===== config.mk =====
export PLATFORM = sky130hd
export DESIGN_NAME = floo_mcast_resp_join
export DESIGN_NICKNAME = d
export VERILOG_FILES = /design/src/rtl/floo_mcast_resp_join_pkg.sv /design/src/rtl/floo_mcast_id_cam.sv /design/src/rtl/floo_mcast_resp_join.sv
export SDC_FILE = /design/constraint.sdc
export NUM_CORES = 1
export LEC_CHECK = 0
export ABC_AREA = 0
export CORE_ASPECT_RATIO = 0.75
export CORE_UTILIZATION = 45
export DETAILED_ROUTE_END_ITERATION = 10
export PLACE_DENSITY = 0.66
export SYNTH_ARGS = -nofsm -noshare
export SYNTH_HDL_FRONTEND = slang
export SYNTH_HIERARCHICAL = 1
export SYNTH_SLANG_ARGS = --single-unit

===== constraint.sdc =====
create_clock -name clk_i -period 3.88 [get_ports clk_i]
set_input_delay 0.776 -clock clk_i [delete_from_list [all_inputs] [get_ports clk_i]]
set_output_delay 0.776 -clock clk_i [all_outputs]
set_load 0.05 [all_outputs]

===== src/rtl/floo_mcast_resp_join_pkg.sv =====
// Shared types and helpers for the multicast response join: AXI B codes,
// the table entry layout and the response-severity merge.
package floo_mcast_resp_join_pkg;

   localparam logic [1:0] RespOkay   = 2'd0;
   localparam logic [1:0] RespExOkay = 2'd1;
   localparam logic [1:0] RespSlvErr = 2'd2;
   localparam logic [1:0] RespDecErr = 2'd3;

   localparam int unsigned DefNumDests      = 4;
   localparam int unsigned DefMaxOutstanding = 4;
   localparam int unsigned DefIdWidth       = 8;
   localparam int unsigned DefCntWidth      = $clog2(DefNumDests + 1);

   typedef struct packed {
      logic                   vld;
      logic [DefIdWidth-1:0]  id;
      logic [DefCntWidth-1:0] remaining;
      logic [1:0]             resp;
   } mcast_entry_t;

   // Codes are ordered by severity, so the merge is a numeric maximum.
   function automatic logic [1:0] resp_merge(input logic [1:0] a, input logic [1:0] b);
      return (a > b) ? a : b;
   endfunction

endpackage


===== src/rtl/floo_mcast_id_cam.sv =====
// Combinational ID match of the incoming response and the new registration
// against all live table entries; returns one-hot hit vectors.
module floo_mcast_id_cam #(
   parameter int unsigned NumEntries = 4,
   parameter int unsigned IdWidth    = 8
) (
   input  logic [NumEntries-1:0]              live,
   input  logic [NumEntries-1:0][IdWidth-1:0] entry_id,
   input  logic [IdWidth-1:0]                 resp_id,
   input  logic [IdWidth-1:0]                 expect_id,
   output logic [NumEntries-1:0]              resp_hit,
   output logic [NumEntries-1:0]              expect_hit
);

   for (genvar gi = 0; gi < NumEntries; gi++) begin : g_match
      assign resp_hit[gi]   = live[gi] && (entry_id[gi] == resp_id);
      assign expect_hit[gi] = live[gi] && (entry_id[gi] == expect_id);
   end

endmodule


===== src/rtl/floo_mcast_resp_join.sv =====
// Joins the per-destination B responses of a multicast write into one merged
// response, releasing completed transactions strictly in registration order.
module floo_mcast_resp_join
   import floo_mcast_resp_join_pkg::*;
#(
   parameter int unsigned NumDests       = DefNumDests,
   parameter int unsigned MaxOutstanding = DefMaxOutstanding,
   parameter int unsigned IdWidth        = DefIdWidth,
   parameter int unsigned CntWidth       = $clog2(NumDests + 1)
) (
   input  logic                clk_i,
   input  logic                rst_i,
   input  logic                expect_valid_i,
   output logic                expect_ready_o,
   input  logic [IdWidth-1:0]  expect_id_i,
   input  logic [CntWidth-1:0] expect_cnt_i,
   input  logic                resp_valid_i,
   output logic                resp_ready_o,
   input  logic [IdWidth-1:0]  resp_id_i,
   input  logic [1:0]          resp_i,
   output logic                out_valid_o,
   input  logic                out_ready_i,
   output logic [IdWidth-1:0]  out_id_o,
   output logic [1:0]          out_resp_o,
   output logic                unmatched_o
);

   typedef logic [IdWidth-1:0] id_t;

   localparam int unsigned PtrWidth = (MaxOutstanding > 1) ? $clog2(MaxOutstanding) : 1;
   localparam int unsigned OccWidth = $clog2(MaxOutstanding + 1);

   typedef struct packed {
      logic                vld;
      id_t                 id;
      logic [CntWidth-1:0] remaining;
      logic [1:0]          resp;
   } entry_t;

   entry_t               entry_reg  [MaxOutstanding];
   entry_t               entry_next [MaxOutstanding];
   logic [PtrWidth-1:0]  head_reg, head_next;
   logic [PtrWidth-1:0]  tail_reg, tail_next;
   logic [OccWidth-1:0]  occ_reg, occ_next;
   logic                 unmatched_reg;

   logic [MaxOutstanding-1:0]              live;
   logic [MaxOutstanding-1:0][IdWidth-1:0] entry_id;
   logic [MaxOutstanding-1:0]              resp_hit;
   logic [MaxOutstanding-1:0]              expect_hit;
   entry_t                                 head_entry;
   logic                                   alloc_fire, resp_fire, pop_fire;

   function automatic logic [PtrWidth-1:0] ptr_inc(input logic [PtrWidth-1:0] p);
      return (p == PtrWidth'(MaxOutstanding - 1)) ? '0 : p + PtrWidth'(1);
   endfunction

   // Only entries still collecting responses take part in matching; a
   // completed entry waiting for release may share its ID with a new one.
   for (genvar gi = 0; gi < MaxOutstanding; gi++) begin : g_cam_in
      assign live[gi]     = entry_reg[gi].vld && (entry_reg[gi].remaining != '0);
      assign entry_id[gi] = entry_reg[gi].id;
   end

   floo_mcast_id_cam #(
      .NumEntries (MaxOutstanding),
      .IdWidth    (IdWidth)
   ) i_id_cam (
      .live       (live),
      .entry_id   (entry_id),
      .resp_id    (resp_id_i),
      .expect_id  (expect_id_i),
      .resp_hit   (resp_hit),
      .expect_hit (expect_hit)
   );

   assign head_entry     = entry_reg[head_reg];
   assign expect_ready_o = !rst_i && (occ_reg < OccWidth'(MaxOutstanding)) && !(|expect_hit);
   assign resp_ready_o   = !rst_i;
   assign out_valid_o    = !rst_i && head_entry.vld && (head_entry.remaining == '0);
   assign out_id_o       = head_entry.id;
   assign out_resp_o     = head_entry.resp;
   assign unmatched_o    = !rst_i && unmatched_reg;

   assign alloc_fire = expect_valid_i && expect_ready_o;
   assign resp_fire  = resp_valid_i && resp_ready_o;
   assign pop_fire   = out_valid_o && out_ready_i;

   // Matching uses registered state, so an entry written this cycle can never
   // absorb a response arriving in the same cycle. Alloc, pop and the matched
   // entry are always distinct slots.
   always_comb begin
      for (int i = 0; i < MaxOutstanding; i++) begin
         entry_next[i] = entry_reg[i];
         if (resp_fire && resp_hit[i]) begin
            entry_next[i].remaining = entry_reg[i].remaining - CntWidth'(1);
            entry_next[i].resp      = resp_merge(entry_reg[i].resp, resp_i);
         end
         if (alloc_fire && (tail_reg == PtrWidth'(i))) begin
            entry_next[i] = '{vld: 1'b1, id: expect_id_i, remaining: expect_cnt_i, resp: RespOkay};
         end
         if (pop_fire && (head_reg == PtrWidth'(i))) begin
            entry_next[i] = '0;
         end
      end
   end

   always_comb begin
      head_next = pop_fire   ? ptr_inc(head_reg) : head_reg;
      tail_next = alloc_fire ? ptr_inc(tail_reg) : tail_reg;
      occ_next  = occ_reg;
      case ({alloc_fire, pop_fire})
         2'b10:   occ_next = occ_reg + OccWidth'(1);
         2'b01:   occ_next = occ_reg - OccWidth'(1);
         default: occ_next = occ_reg;
      endcase
   end

   always_ff @(posedge clk_i) begin
      if (rst_i) begin
         for (int i = 0; i < MaxOutstanding; i++) begin
            entry_reg[i] <= '0;
         end
         head_reg      <= '0;
         tail_reg      <= '0;
         occ_reg       <= '0;
         unmatched_reg <= 1'b0;
      end else begin
         for (int i = 0; i < MaxOutstanding; i++) begin
            entry_reg[i] <= entry_next[i];
         end
         head_reg      <= head_next;
         tail_reg      <= tail_next;
         occ_reg       <= occ_next;
         unmatched_reg <= resp_fire && !(|resp_hit);
      end
   end

   a_cnt_range: assert property (@(posedge clk_i) disable iff (rst_i)
      alloc_fire |-> (expect_cnt_i <= CntWidth'(NumDests)));

   a_out_stable: assert property (@(posedge clk_i) disable iff (rst_i)
      (out_valid_o && !out_ready_i) |=>
         (out_valid_o && $stable(out_id_o) && $stable(out_resp_o)));

   a_resp_unique: assert property (@(posedge clk_i) disable iff (rst_i)
      $onehot0(resp_hit));

   a_expect_unique: assert property (@(posedge clk_i) disable iff (rst_i)
      $onehot0(expect_hit));

   for (genvar gi = 0; gi < MaxOutstanding; gi++) begin : g_chk
      a_no_underflow: assert property (@(posedge clk_i) disable iff (rst_i)
         (resp_fire && resp_hit[gi]) |-> (entry_reg[gi].remaining != '0));
   end

endmodule


==> metrics <==
via count between 3000 and 4000; Antenna Cells 0; cell count after placement around 650; Worst Hold Path Cells 2; Setup Fix Bufs, Post-CTS 0; DPL Wire Length 9760 um; largest net degree at the start of global routing 47; Hold/Removal Path Class reg2reg; Final Net Count ~580; Final WS setup between 0.4 and 0.5 ns; largest fanout on the critical path 6; synthesized flop and latch total 66; fmax 0.2879 GHz; Final Skew 0.005915 ns; FP Rows 31; post-route ant nets 0; Yosys cell types 35; period utilisation layout 0.8953; DIE WIDTH 118.1 um; Ports 40; Post-Route WL 13290 um; post-route setup TNS 0 ns; final design area excluding fillers 5273 um2; PortBufs 39; CTS tree yes; CP max-delay cell clkdlybuf4s50_1; PostCTS Resize Cnt 0; relative slew slack 0.3770; post-synth top area share 0.2906; TritonCTS Sinks between 60 and 70; Num CTS Buffers 9; Seq/Total Area, Yosys 0.2906; mapped cell area 4547 um2; GP Congestion 0.9492; setup violators final 0; Syn-to-layout area delta 15.96%; worst-margin pin slew between 0.9 and 1 ns; Hold Crit Start occ_reg[1]; WP data required 4.15 ns; Setup CP Type in2reg; Final min period 3.474 ns; die footprint 10510 um2; Worst path max stage delay 0.59 ns; Synth area leaders dfxtp_1 29%, xnor2_1 14%, a21oi_2 7.7%; max reg flops 56; fraction of layout cells with a size suffix above 1 0.1806; die span in y 89.05 um; most used cell, CP inv_1; Overflow after GRT 0; CP endpoint kind flip-flop; iteration count of the initial detailed-routing pass 4; DR vias/cell about 5.7; max cap viols 0; status completed; Synth warnings 6; Mapped Nets roughly 560; Total GRT Usage 0.2584; Max Slew Vio Count 0; leading area contributor after synthesis dfxtp_1; clock tree buffer depth 2; Initial Util 0.4670; first-pass GRT wire length approximately 20000 um; Placed Area 4943 um2; Startpoint Class primary input; vias in the first global route ~3600; DRT iter0 DRCs 336; Fin. Hold Viols 0; Worst Setup SP expect_id_i[2]; highest ir drop seen on vdd 0.0002149 V; syn_area_per_cell 9.022 um2; crit path cell chain clkdlybuf4s50_1 -> xnor2_1 -> nand3_1 -> nor3_2 -> nor4_1 -> buf_4 -> and3_1 -> inv_1 -> ha_1 -> inv_1 -> fa_1 -> xor2_1 -> or3_1 -> a21oi_1; RSZ-0062 raised after global routing false; H-Tree Depth 3; hold_buf cts 0; clk slew on worst S/H paths 0.05 ns; Reg2Reg Depth 10; remaining routing DRC violations 0; WP data arrival roughly 3.7 ns; Wirelength per Cell about 20 um; pre-CTS setup slack approximately 0.11 ns; core area about 10000 um2; Power per Cell Area between 300 and 400 nW/um2; clock root cell clkbuf_16; initial antenna violation count 0; worst-skew pair later-pin latency 0.34 ns; P_leak 1.653 nW; Syn Inst Count a little over 500; final instance count without filler cells roughly 670; overall power 1.916 mW; Fillers 890
## worst max-delay path: cells and delay by family
kind | cells | cell delay [ns]
AND/OR/NAND/NOR | 5 | 0.91
AO/OA/AOI/OAI | 1 | 0.15
adder cells (fa/ha/maj) | 2 | 0.55
buffers and inverters | 4 | 0.87
XOR/XNOR | 2 | 0.47
## power breakdown
part | internal [mW] | switching, mW
clock | 0.581 | 0.321
sequential | 0.695 | 0.0211
combinational | 0.122 | 0.176
total | 1.40 | 0.519
## kinds of logic (layout without fill, tap and decap cells)
kind of cell	count (synthesis)	count (layout)	share of synthesized area
AND/OR/NAND/NOR	169	169	0.1918
AO/OA/AOI/OAI	86	86	0.1508
XOR/XNOR	74	74	0.1425
buffers and inverters	69	102	0.08998
flip-flops	66	66	0.2906
adder cells (fa/ha/maj)	26	26	0.07320
multiplexers	14	14	0.06109
## final timing paths
| check | to | slack, ns |
|---|---|---|
| min | occ_reg[1] | 0.48 |
| max | occ_reg[2] | 0.41 |
| max reg2reg | occ_reg[2] | 0.79 |
| min reg2reg | occ_reg[1] | 0.48 |
## per-layer routing
layer / GRT usage / share of wire / vias up / routed length (um)
li1: - / - / 1799 / -
met1: 0.3688 / 0.47 / 1825 / 6262
met2: 0.3770 / 0.42 / 173 / 5547
met3: 0.07653 / 0.098 / 14 / 1303
met4: 0.07110 / 0.013 / 0 / 178
met5: 0 / 0 / - / 0
## metrics by stage
stage | hold slack, ns | util
5_1_grt | 0.5044 | 0.5416
3_5_place_dp | 0.4705 | 0.5078
4_1_cts | 0.4803 | 0.5416
3_3_place_gp | 0.4625 | 0.5078
6_report | 0.4824 | 0.5416
2_1_floorplan | 0.4502 | -
## cell type report
cell class	count	area (um2)	area share
inverters	30	112.6	0.02136
multi-input cells	369	2816	0.5342
repair buffers	56	528.0	0.1001
clock buffers	10	239.0	0.04533
well taps	132	165.2	0.03132
clock inverters	6	90.09	0.01709
flip-flops and latches	66	1321	0.2506
## synthesized netlist by cell type, drive strengths merged
master and count:
xnor2 72, dfxtp 66, nand3 51, nand2 47, a21oi 46, inv 30, buf 27, ha 25
nor2 19, a211oi 16, clkbuf 12, nand4 12, mux4 11, o21ai 10, nor3 9, and2 6
nor2b 6, or3 6, and3 5, a221o 4, a2bb2oi 4, a41o 4, or3b 4, mux2i 3
a311o 2, nor4 2, xor2 2, fa 1, or4 1, or4b 1
## cell usage in the layout (no fill, tap or decap), types with 3 or more instances in the layout
cell type,Yosys,routed
ha_1,25,25
dfxtp_1,66,66
nor2b_1,6,6
clkbuf_16,0,9
a2bb2oi_1,4,4
or3_1,6,6
nor3_2,8,8
clkdlybuf4s50_1,0,38
a211oi_1,16,16
nor2_1,19,19
xnor2_1,72,72
and2_1,6,6
nand2_1,47,47
a221o_1,4,4
nand4_1,12,12
a41o_1,4,4
mux2i_1,3,3
nand3_1,51,51
a21oi_1,6,6
a21oi_2,40,40
o21ai_0,10,10
and3_1,5,5
inv_1,30,30
mux4_2,11,11
buf_4,3,17
or3b_2,4,4
(Power assumes the default switching activity.)
